==> src/rtl/islip_pkg.sv <==
// Shared iSLIP types and helpers: scheduler state encoding, one-hot pointer
// rotation and iteration-counter width derivation.
package islip_pkg;

    typedef enum logic [1:0] {
        IDLE,
        ARB,
        OFFER,
        DONE
    } islip_state_t;

    // Widest request vector the rotate helper supports.
    localparam int unsigned ISLIP_MAX_N = 256;
    localparam int unsigned ISLIP_IDXW  = 8;

    function automatic int unsigned islip_itw(input int unsigned iter);
        int unsigned w;
        w = $clog2(iter);
        return (w < 1) ? 1 : w;
    endfunction

    // Rotate the low n bits of v left by one; bit n-1 wraps to bit 0.
    function automatic logic [ISLIP_MAX_N-1:0] islip_rotl1(
        input logic [ISLIP_MAX_N-1:0] v,
        input int unsigned            n
    );
        logic [ISLIP_MAX_N-1:0] r;
        r = '0;
        for (int unsigned i = 0; i < ISLIP_MAX_N; i++) begin
            if (i < n) begin
                r[ISLIP_IDXW'((i + 1) % n)] = v[ISLIP_IDXW'(i)];
            end
        end
        return r;
    endfunction

endpackage

==> src/rtl/islip_rr_ptr_reg.sv <==
// One-hot round-robin pointer register: on upd_en the pointer moves to one past
// the supplied one-hot position. Shared by the grant and accept arbiters.
module islip_rr_ptr_reg
    import islip_pkg::*;
#(
    parameter int unsigned N = 32
) (
    input  logic         clk,
    input  logic         rst_n,
    input  logic         upd_en,
    input  logic [N-1:0] upd_onehot,
    output logic [N-1:0] ptr
);

    logic [N-1:0] ptr_next;

    always_comb begin
        ptr_next = N'(islip_rotl1(ISLIP_MAX_N'(upd_onehot), N));
    end

    always_ff @(posedge clk) begin
        if (!rst_n) begin
            ptr <= N'(1);
        end else if (upd_en) begin
            ptr <= ptr_next;
        end
    end

endmodule

==> src/rtl/islip_grant_ptr_ctrl.sv <==
// Per-output iSLIP grant controller: feeds the priority encoder, offers its grant
// and keeps the round-robin pointer. ISLIP_GRANT_STATS_EN adds accept/reject counters.
module islip_grant_ptr_ctrl
    import islip_pkg::*;
#(
    parameter int unsigned N    = 32,
    parameter int unsigned ITER = 4,
    parameter int unsigned ITW  = islip_itw(ITER)
) (
    input  logic           clk,
    input  logic           rst_n,
    input  logic           sched_start,
    input  logic [N-1:0]   req_in,
    input  logic [N-1:0]   in_matched,
    output logic [N-1:0]   enc_req,
    output logic [N-1:0]   enc_ptr,
    input  logic [N-1:0]   enc_grant,
    output logic           grant_valid,
    output logic [N-1:0]   grant_vec,
    input  logic           grant_accept,
    input  logic           grant_reject,
    output logic [ITW-1:0] iter_idx,
    output logic           sched_done,
    output logic           matched
`ifdef ISLIP_GRANT_STATS_EN
    ,
    output logic [15:0]    accept_cnt,
    output logic [15:0]    reject_cnt
`endif
);

    localparam logic [ITW-1:0] LAST_ITER = ITW'(ITER - 1);

    islip_state_t   state_q, state_d;
    logic [ITW-1:0] iter_q, iter_d;
    logic [N-1:0]   gvec_q, gvec_d;
    logic           matched_q, matched_d;
    logic           ptr_upd;

    assign enc_req = req_in & ~in_matched;

    islip_rr_ptr_reg #(
        .N (N)
    ) u_ptr (
        .clk        (clk),
        .rst_n      (rst_n),
        .upd_en     (ptr_upd),
        .upd_onehot (gvec_q),
        .ptr        (enc_ptr)
    );

    always_comb begin
        state_d   = state_q;
        iter_d    = iter_q;
        gvec_d    = gvec_q;
        matched_d = matched_q;
        ptr_upd   = 1'b0;
        case (state_q)
            IDLE: begin
                if (sched_start) begin
                    state_d   = ARB;
                    iter_d    = '0;
                    matched_d = 1'b0;
                    gvec_d    = '0;
                end
            end
            ARB: begin
                if (|enc_grant) begin
                    gvec_d  = enc_grant;
                    state_d = OFFER;
                end else if (iter_q == LAST_ITER) begin
                    state_d = DONE;
                end else begin
                    iter_d = iter_q + 1'b1;
                end
            end
            OFFER: begin
                // Accept has priority; only a first-iteration accept moves the pointer.
                if (grant_accept) begin
                    matched_d = 1'b1;
                    ptr_upd   = (iter_q == '0);
                    state_d   = DONE;
                end else if (grant_reject) begin
                    gvec_d = '0;
                    if (iter_q == LAST_ITER) begin
                        state_d = DONE;
                    end else begin
                        iter_d  = iter_q + 1'b1;
                        state_d = ARB;
                    end
                end
            end
            DONE: begin
                state_d = IDLE;
            end
            default: begin
                state_d = IDLE;
            end
        endcase
    end

    always_ff @(posedge clk) begin
        if (!rst_n) begin
            state_q   <= IDLE;
            iter_q    <= '0;
            gvec_q    <= '0;
            matched_q <= 1'b0;
        end else begin
            state_q   <= state_d;
            iter_q    <= iter_d;
            gvec_q    <= gvec_d;
            matched_q <= matched_d;
        end
    end

    assign grant_valid = (state_q == OFFER);
    assign sched_done  = (state_q == DONE);
    assign grant_vec   = gvec_q;
    assign iter_idx    = iter_q;
    assign matched     = matched_q;

`ifdef ISLIP_GRANT_STATS_EN
    always_ff @(posedge clk) begin
        if (!rst_n) begin
            accept_cnt <= '0;
            reject_cnt <= '0;
        end else if (state_q == OFFER) begin
            if (grant_accept) begin
                if (accept_cnt != '1) accept_cnt <= accept_cnt + 16'd1;
            end else if (grant_reject) begin
                if (reject_cnt != '1) reject_cnt <= reject_cnt + 16'd1;
            end
        end
    end
`endif

endmodule

==> config.mk <==
export PLATFORM = sky130hd
export DESIGN_NAME = islip_grant_ptr_ctrl
export DESIGN_NICKNAME = d
export VERILOG_FILES = /design/src/rtl/islip_pkg.sv /design/src/rtl/islip_rr_ptr_reg.sv /design/src/rtl/islip_grant_ptr_ctrl.sv
export SDC_FILE = /design/constraint.sdc
export NUM_CORES = 1
export LEC_CHECK = 0
export ABC_AREA = 1
export ABC_CLOCK_PERIOD_IN_PS = 3600
export BUFFER_PORTS_ARGS = -buffer_cell sky130_fd_sc_hd__buf_2
export CAP_MARGIN = 30
export CORE_ASPECT_RATIO = 1.75
export CORE_MARGIN = 2
export CORE_UTILIZATION = 45
export CTS_CLUSTER_SIZE = 40
export DETAILED_ROUTE_END_ITERATION = 10
export PLACE_DENSITY = 0.85
export SYNTH_ARGS = -nofsm -noshare
export SYNTH_HDL_FRONTEND = slang
export SYNTH_SLANG_ARGS = --single-unit
==> constraint.sdc <==
create_clock -name clk -period 3.6 [get_ports clk]
set_clock_uncertainty 0.05 [all_clocks]
set_input_delay 0.18 -clock clk [delete_from_list [all_inputs] [get_ports clk]]
set_output_delay 0.18 -clock clk [all_outputs]
set_load 0.01 [all_outputs]
==> results of run 1 <==
-- flip-flops by register name, indices dropped and copies added, names as in the netlist --
register   cells
grant_vec     32
iter_idx       2
state_q        2
matched        1
u_ptr.ptr     32
-- power by group --
part	leakage [nW]	total, mW	internal (mW)	switching, mW
clock	0.139	0.818	0.518	0.300
sequential	0.559	0.916	0.846	0.0692
combinational	1.56	0.776	0.276	0.500
-- cell families after synthesis --
logic type | Yosys count
AND/OR/NAND/NOR | 223
buffers and inverters | 67
flip-flops | 69
adder cells (fa/ha/maj) | 7
AO/OA/AOI/OAI | 74
-- area by class of cell --
cell class	instances	area [µm²]
timing repair buffer	205	1070
tap	82	103
multi-input combinational	304	1360
fill	599	2170
antenna	1	2.50
clock buffer	14	274
inverter	46	173
sequential	69	1380
clock inverter	1	5.00
-- per-stage QoR --
step	std cells	area (µm²)	total power, mW	worst slack [ns]	utilization [%]
floorplan	440	3030	1.44	1.99	-
global placement	704	4040	1.65	1.23	61.8
detailed placement	706	4090	1.70	1.16	62.5
CTS	721	4370	2.52	1.13	66.8
global route	722	4370	2.64	0.836	66.8
finish	722	4370	2.51	1.14	66.8
-- per-layer routing --
metal  routed length [µm]  track usage [%]
met5                    0                0
met1                 3360             27.4
met2                 5320             46.5
met4                  172             11.2
met3                  787             4.61
-- cell usage after synthesis (all sizes together) --
master / count / area (µm²)
clkbuf: 9 / 33.8
a21oi: 68 / 340
dfxtp: 69 / 1380
ha: 7 / 87.6
inv: 46 / 173
nand3: 37 / 185
buf: 12 / 78.8
o21ai: 5 / 25.0
nand2: 123 / 472
o211ai: 1 / 7.51
nor2: 63 / 246
-- how the worst max path moves through the flow --
stage / cells past startpoint / slack [ns] / startpoint / end
5_1_grt: 9 / 0.84 / state_q[0] / u_ptr.ptr[26]
6_report: 9 / 1.14 / state_q[0] / u_ptr.ptr[24]
3_5_place_dp: 9 / 1.16 / state_q[0] / u_ptr.ptr[18]
2_1_floorplan: 8 / 1.99 / state_q[0] / grant_vec[0]
4_1_cts: 9 / 1.13 / state_q[0] / u_ptr.ptr[25]
3_3_place_gp: 11 / 1.23 / state_q[1] / grant_vec[27]
==> results by stage, run 1 <==
Worst setup path:
- The worst register-to-register path ends at u_ptr.ptr[24].
- The largest incremental delay on the critical path is 0.77 ns.
- The worst path arrival time is 2.66 ns.
- The sum of buffers and inverters on the critical path is 4.
- In this run the critical register-to-register path is launched from state_q[0].
- The worst-case register-to-register setup slack is 1.14 ns.
- The maximum fanout count along the critical path is 33.
- The signal on the critical path passes through inv_1 > ha_1 > nand2_1 > inv_1 > nand2_1 > buf_4 > inv_1 > nand2_1 > a21oi_1.
- The kind of cell with the highest combined delay along the critical path is buffers and inverters.
- The nature of the critical path startpoint is a register.
- The worst-path cell with the longest stage delay is sky130_fd_sc_hd__inv_1.
- The critical path in this run is classified as register to register.
- The worst reg-to-reg path cell count is 9.
- The worst setup path is captured at a register.
- The data required time at the worst endpoint is 3.80 ns.

Finish:
- In the final design database the tool counted 743 nets.
- In the layout the commonest cells are sky130_fd_sc_hd__buf_2 (201), sky130_fd_sc_hd__nand2_1 (121), sky130_fd_sc_hd__dfxtp_1 (69).
- Leaving out fill and tap cells, the most frequent cell in the layout is sky130_fd_sc_hd__buf_2.
- The post-route netlist has 34.9% of its cells at a drive strength greater than 1.
- The relative area change from synthesis to final layout is 44.2%.

CTS:
- The count of instances resized after the clock tree is built is 0.
- The number of buffers added for setup after CTS is 0.
- The clock net in this run drives a total of 69 sinks.
- After clock tree synthesis, the clock-pin slew on the worst setup and hold paths is 0.05 ns.
- The number of CTS-inserted buffers is 9.
- The quantity of hold-fixing buffers added after cts is 0.
- The number of buffers on the longest clock path is 2.
- The tree is rooted in a sky130_fd_sc_hd__clkbuf_16.
- The clock tree from TritonCTS is done.
- The later-pin clock latency in the skew report is 0.33 ns.
- The H-tree generated during clock tree synthesis spans 3 levels.

Pwr:
- In this run the static leakage power is 2.26 nW.
- The maximum vdd drop is 0.433 mV.
- In this run the power density over the cells is 574 mW/mm².

GRT:
- The first global-routing pass estimated 14.5 mm of wire.
- Entering global routing, the biggest net connects 43 pins.
- For this run, the total global-route usage over all layers was measured as 25.4%.
- The number of antenna violations at the first check in global routing is 1.
- The number of global-route vias before repair is 3064.
- The overall overflow remaining after global route is 0.

Drt:
- Summing over every cut layer, the via total after detailed routing is 3532.
- Once detail routing completed, the nets flagged for antenna violations numbered 0.
- The routed wire length is 9.64 mm.
- In the routed layout, each cell is associated on average with a via count of 4.89.
- The detailed-route DRC error count is 0.
- For this block, the initial DRC count from the detailed router was 178.
- The wire length per cell after detailed routing is 13.4 µm.
- The total iterations of the first detailed-routing run is 5.

Synth:
- The mean area per synthesized cell is 6.89 µm².
- The multiplexer share of the synthesized area is 0%.
- Synthesis handed over a netlist of 440 instances.
- Synthesis inferred 69 register bits.
- The number of distinct standard cells referenced by the synthesized netlist is 17.
- The synthesized netlist devotes 12.3% of its cell area to compound gates.
- The total standard cell area after synthesis is 0.00303 mm².
- Sequential elements use 45.6% of the synthesized area.
- By area, the combinational part of the netlist is dominated by simple AND/OR/NAND/NOR gates.
- The number of warnings printed during yosys synthesis is 0.
- After Yosys synthesis, and, or, nand and nor cells account for 29.8% of the synthesized area.
- The post-synth net total is 548.
- The synthesized netlist devotes 0% of its cell area to XOR and XNOR gates.
- After Yosys synthesis, full adders, half adders and majority gates account for 2.89% of the synthesized area.

STA:
- The final critical-path share of the clock period is 68.3%.
- Adding up every negative setup slack in the final design gives 0 ns.
- In this run the tightest slew margin relative to its limit is 33.5%.
- Setup repair after global routing left no endpoint under its margin.
- The highest clock frequency the design can meet is 0.407 GHz.
- Setup violations remaining at the end of the flow were counted as 0.
- The count of pins over their slew limit was 0.
- The hold violation count in the final report is 0.
- The transition time at the pin with the least slew margin is 0.996 ns.
- The post-route minimum period is 2.46 ns.
- Hold timing on the final database bottoms out at a slack of 0.0586 ns.

Hold path:
- The path with the worst hold slack has its endpoint at u_ptr.ptr[0].
- The start point of the worst hold path is rst_n.
- Along the worst hold path, the cell count comes to 2.
- The tightest min-delay check is of the input port to register type.

Die:
- The initial utilization of the core area, before any placement, comes to 46.3%.
- The die outline area is 0.00743 mm².
- The number of placement rows is 39.
- The horizontal extent of the die is 66.0 µm.
- The vertical die dimension is 113 µm.
- The total I/O pin count is 202.
- The placeable core area is 0.00654 mm².

Run:
- Max-cap violations in this run came to 0.

Placement:
- The count of buffers added on input and output ports is 201.
- The weighted congestion at the end of routability-driven global placement is 0.796.
- The HPWL after detailed placement is 7.22 mm.

Run status:
- The run finished with clean final reports.
Note: power is estimated with default switching activity, not from simulation.
==> run 2, diff against run 1 <==
- ABC_CLOCK_PERIOD_IN_PS: 3600 -> 2400
- CORE_UTILIZATION: 45 -> 42
- PLACE_DENSITY: 0.85 -> 0.8
- clock period: 3.6 -> 2.4 ns (I/O delays scaled with it)
==> run 2 against run 1 <==
First-iteration DRC count rose by 17%. Utilization fell by 4.4 points. Sequential share of layout area is 0.37 points lower. Power is 55% higher. Non-clock buffer count up 4. Fmax rose by 31%. Combinational power rose by 49%. Clock power rose by 66%. Critical endpoint is now grant_vec[7].
==> results by stage, run 2 (synthesized netlist as in run 1, its figures left out) <==
Die:
- The total I/O pin count is 202 (unchanged).
- The die outline area is 0.00794 mm² (was 0.00743 mm²).
- The horizontal extent of the die is 68.2 µm (was 66.0 µm).
- The number of placement rows is 41 (was 39).
- The placeable core area is 0.00708 mm² (was 0.00654 mm²).
- The effective utilization at floorplan came to 42.8% (was 46.3%).
- The vertical die dimension is 116 µm (was 113 µm).

Pwr:
- The power density over the cells is 880 mW/mm² (was 574 mW/mm²).
- The static leakage came to 2.28 nW (was 2.26 nW).
- The maximum vdd drop is 0.582 mV (was 0.433 mV).

Placement:
- The HPWL after detailed placement came to 7.20 mm (was 7.22 mm).
- The area of placed instances is 0.00410 mm² (was 0.00409 mm²).
- The total instance count after detailed placement is 713 (was 706).
- The weighted congestion at the end of routability-driven global placement is 0.842 (was 0.796).
- The count of buffers inserted at the top-level ports is 201 (unchanged).

Drt:
- The remaining number of nets flagged by the antenna check after routing is 0 (unchanged).
- The routed wire length was 9.63 mm (was 9.64 mm).
- The average vias per placed instance was 4.85 (was 4.89).
- The routed via count was 3547 (was 3532).
- The number of DRC markers in iteration 0 was 209 (was 178).
- The total iterations of the first detailed-routing run is 5 (unchanged).
- The wire length per cell after detailed routing is 13.2 µm (was 13.4 µm).
- The detailed-route DRC error count is 0 (unchanged).

Finish:
- The final instance area came to 0.00442 mm² (was 0.00437 mm²).
- The most common library cell in the layout ignoring fill and taps is sky130_fd_sc_hd__buf_2 (unchanged).
- The final-stage net count came to 747 (was 743).
- The relative area change from synthesis to final layout is 45.9% (was 44.2%).
- The count of non-filler cells in the finished layout is 731 (was 722).
- The number of fillers in the final layout is 675 (was 599).
- The share of layout cells above drive strength 1 is 35.4% (was 34.9%).
- Commonest cells after routing, fill and taps aside: sky130_fd_sc_hd__buf_2 (201), sky130_fd_sc_hd__nand2_1 (121), sky130_fd_sc_hd__dfxtp_1 (69) (unchanged).

Run status:
- Outcome: completed (unchanged).

GRT:
- The global-route wire length before repair came to 14.2 mm (was 14.5 mm).
- The overall overflow remaining after global route is 0 (unchanged).
- The global-route usage over all layers came to 24.3% (was 25.4%).
- The largest net degree at the start of global routing is 43 (unchanged).
- The number of antenna violations at the first check in global routing is 2 (was 1).
- The number of global-route vias before repair came to 2990 (was 3064).

STA:
- The transition time at the pin with the least slew margin came to 0.718 ns (was 0.996 ns).
- The post-route minimum period was 1.87 ns (was 2.46 ns).
- The hold violation count in the final report is 0 (unchanged).
- The final critical-path share of the clock period is 78.1% (was 68.3%).
- The relative max-transition margin is 52.1% (was 33.5%).
- The count of pins over their slew limit came to 0 (unchanged).
- The setup-violating endpoint count in the final report came to 0 (unchanged).
- Setup repair after global routing missed its margin: false (unchanged).
- The highest clock frequency the design can meet is 0.534 GHz (was 0.407 GHz).
- The setup TNS is 0 ns (unchanged).
- The worst hold margin is 0.0218 ns (was 0.0586 ns).

Run:
- The max capacitance violation total is 0 (unchanged).

Worst setup path:
- The maximum fanout count along the critical path is 32 (was 33).
- The nature of the critical path startpoint was a register (unchanged).
- The data required time at the worst endpoint is 2.53 ns (was 3.80 ns).
- The endpoint class of the critical path is a register (unchanged).
- The worst path arrival time is 2.01 ns (was 2.66 ns).
- The worst-case register-to-register setup slack came to 0.53 ns (was 1.14 ns).
- The start-to-end type of the worst setup path is register to register (unchanged).

CTS:
- The later-pin clock latency in the skew report came to 0.33 ns (about the same).
- The clock net sink count is 69 (unchanged).
- The clock transition at the registers of the reported paths is 0.05 ns (about the same).
- The number of CTS-inserted buffers was 9 (unchanged).
- The number of buffers on the longest clock path is 2 (unchanged).
- The number of H-tree branching levels was 3 (unchanged).
- The clock tree from TritonCTS is done (unchanged).
- The root buffer cell is sky130_fd_sc_hd__clkbuf_16 (unchanged).

Hold path:
- The kind of path behind the tightest hold check is input port to register (unchanged).
## run 2: critical path: stages, from the launching register on
cell,delay (ns)
sky130_fd_sc_hd__dfxtp_1,0.43
sky130_fd_sc_hd__inv_1,0.14
sky130_fd_sc_hd__ha_1,0.22
sky130_fd_sc_hd__inv_1,0.06
sky130_fd_sc_hd__nor2_1,0.06
sky130_fd_sc_hd__nor2_1,0.08
sky130_fd_sc_hd__nand3_1,0.10
sky130_fd_sc_hd__inv_1,0.15
sky130_fd_sc_hd__nand2_4,0.23
sky130_fd_sc_hd__nand2_1,0.14
sky130_fd_sc_hd__a21oi_1,0.07
## run 2: timing repair
item / CTS / global route
buffers inserted: 0 / 0
gates resized for setup: 0 / 0
hold buffers: 1 / 0
hold endpoints to repair: 1 / 0
## run 2: worst paths after layout
| check | start | endpoint | depth (start not counted) |
|---|---|---|---|
| worst max-delay path | state_q[1] | grant_vec[7] | 10 |
| worst min-delay path | enc_grant[22] | grant_vec[22] | 3 |
| worst max register to register | state_q[1] | grant_vec[7] | 10 |
| worst min register to register | u_ptr.ptr[29] | u_ptr.ptr[29] | 2 |
## run 2: cell type report
type | count | area (µm²) | share of cell area, %
Clock inverter | 3 | 42.5 | 0.962
Inverter | 46 | 173 | 3.90
Timing Repair Buffer | 209 | 1080 | 24.4
Sequential cell | 69 | 1380 | 31.2
Tap cell | 86 | 108 | 2.43
Clock buffer | 13 | 270 | 6.11
Antenna cell | 1 | 2.50 | 0.0566
Multi-Input combinational cell | 304 | 1360 | 30.8
## run 2: layer usage
metal / vias to the layer above / part of all wire [%] / wire (µm) / GRT usage, %
li1: 1781 / - / - / -
met1: 1560 / 34 / 3260 / 23.8
met2: 175 / 54 / 5170 / 44.7
met3: 29 / 9.4 / 903 / 7.23
met4: 2 / 2.8 / 274 / 11.5
met5: - / 0.14 / 13 / 0
## run 2: power breakdown
| group | switching [mW] | total (mW) | internal, mW |
|---|---|---|---|
| clock | 0.468 | 1.36 | 0.887 |
| combinational | 0.751 | 1.16 | 0.409 |
| sequential | 0.107 | 1.38 | 1.27 |
| total | 1.33 | 3.89 | 2.57 |
## run 2: per-stage QoR
step	utilization [%]	total power, mW	worst slack (ns)
final	62.5	3.89	0.526
after global routing	62.5	4.11	0.368
after CTS	62.4	3.91	0.566
after detailed placement	57.9	2.54	0.572
after global placement	57.9	2.50	0.717
after floorplan	-	2.15	0.789
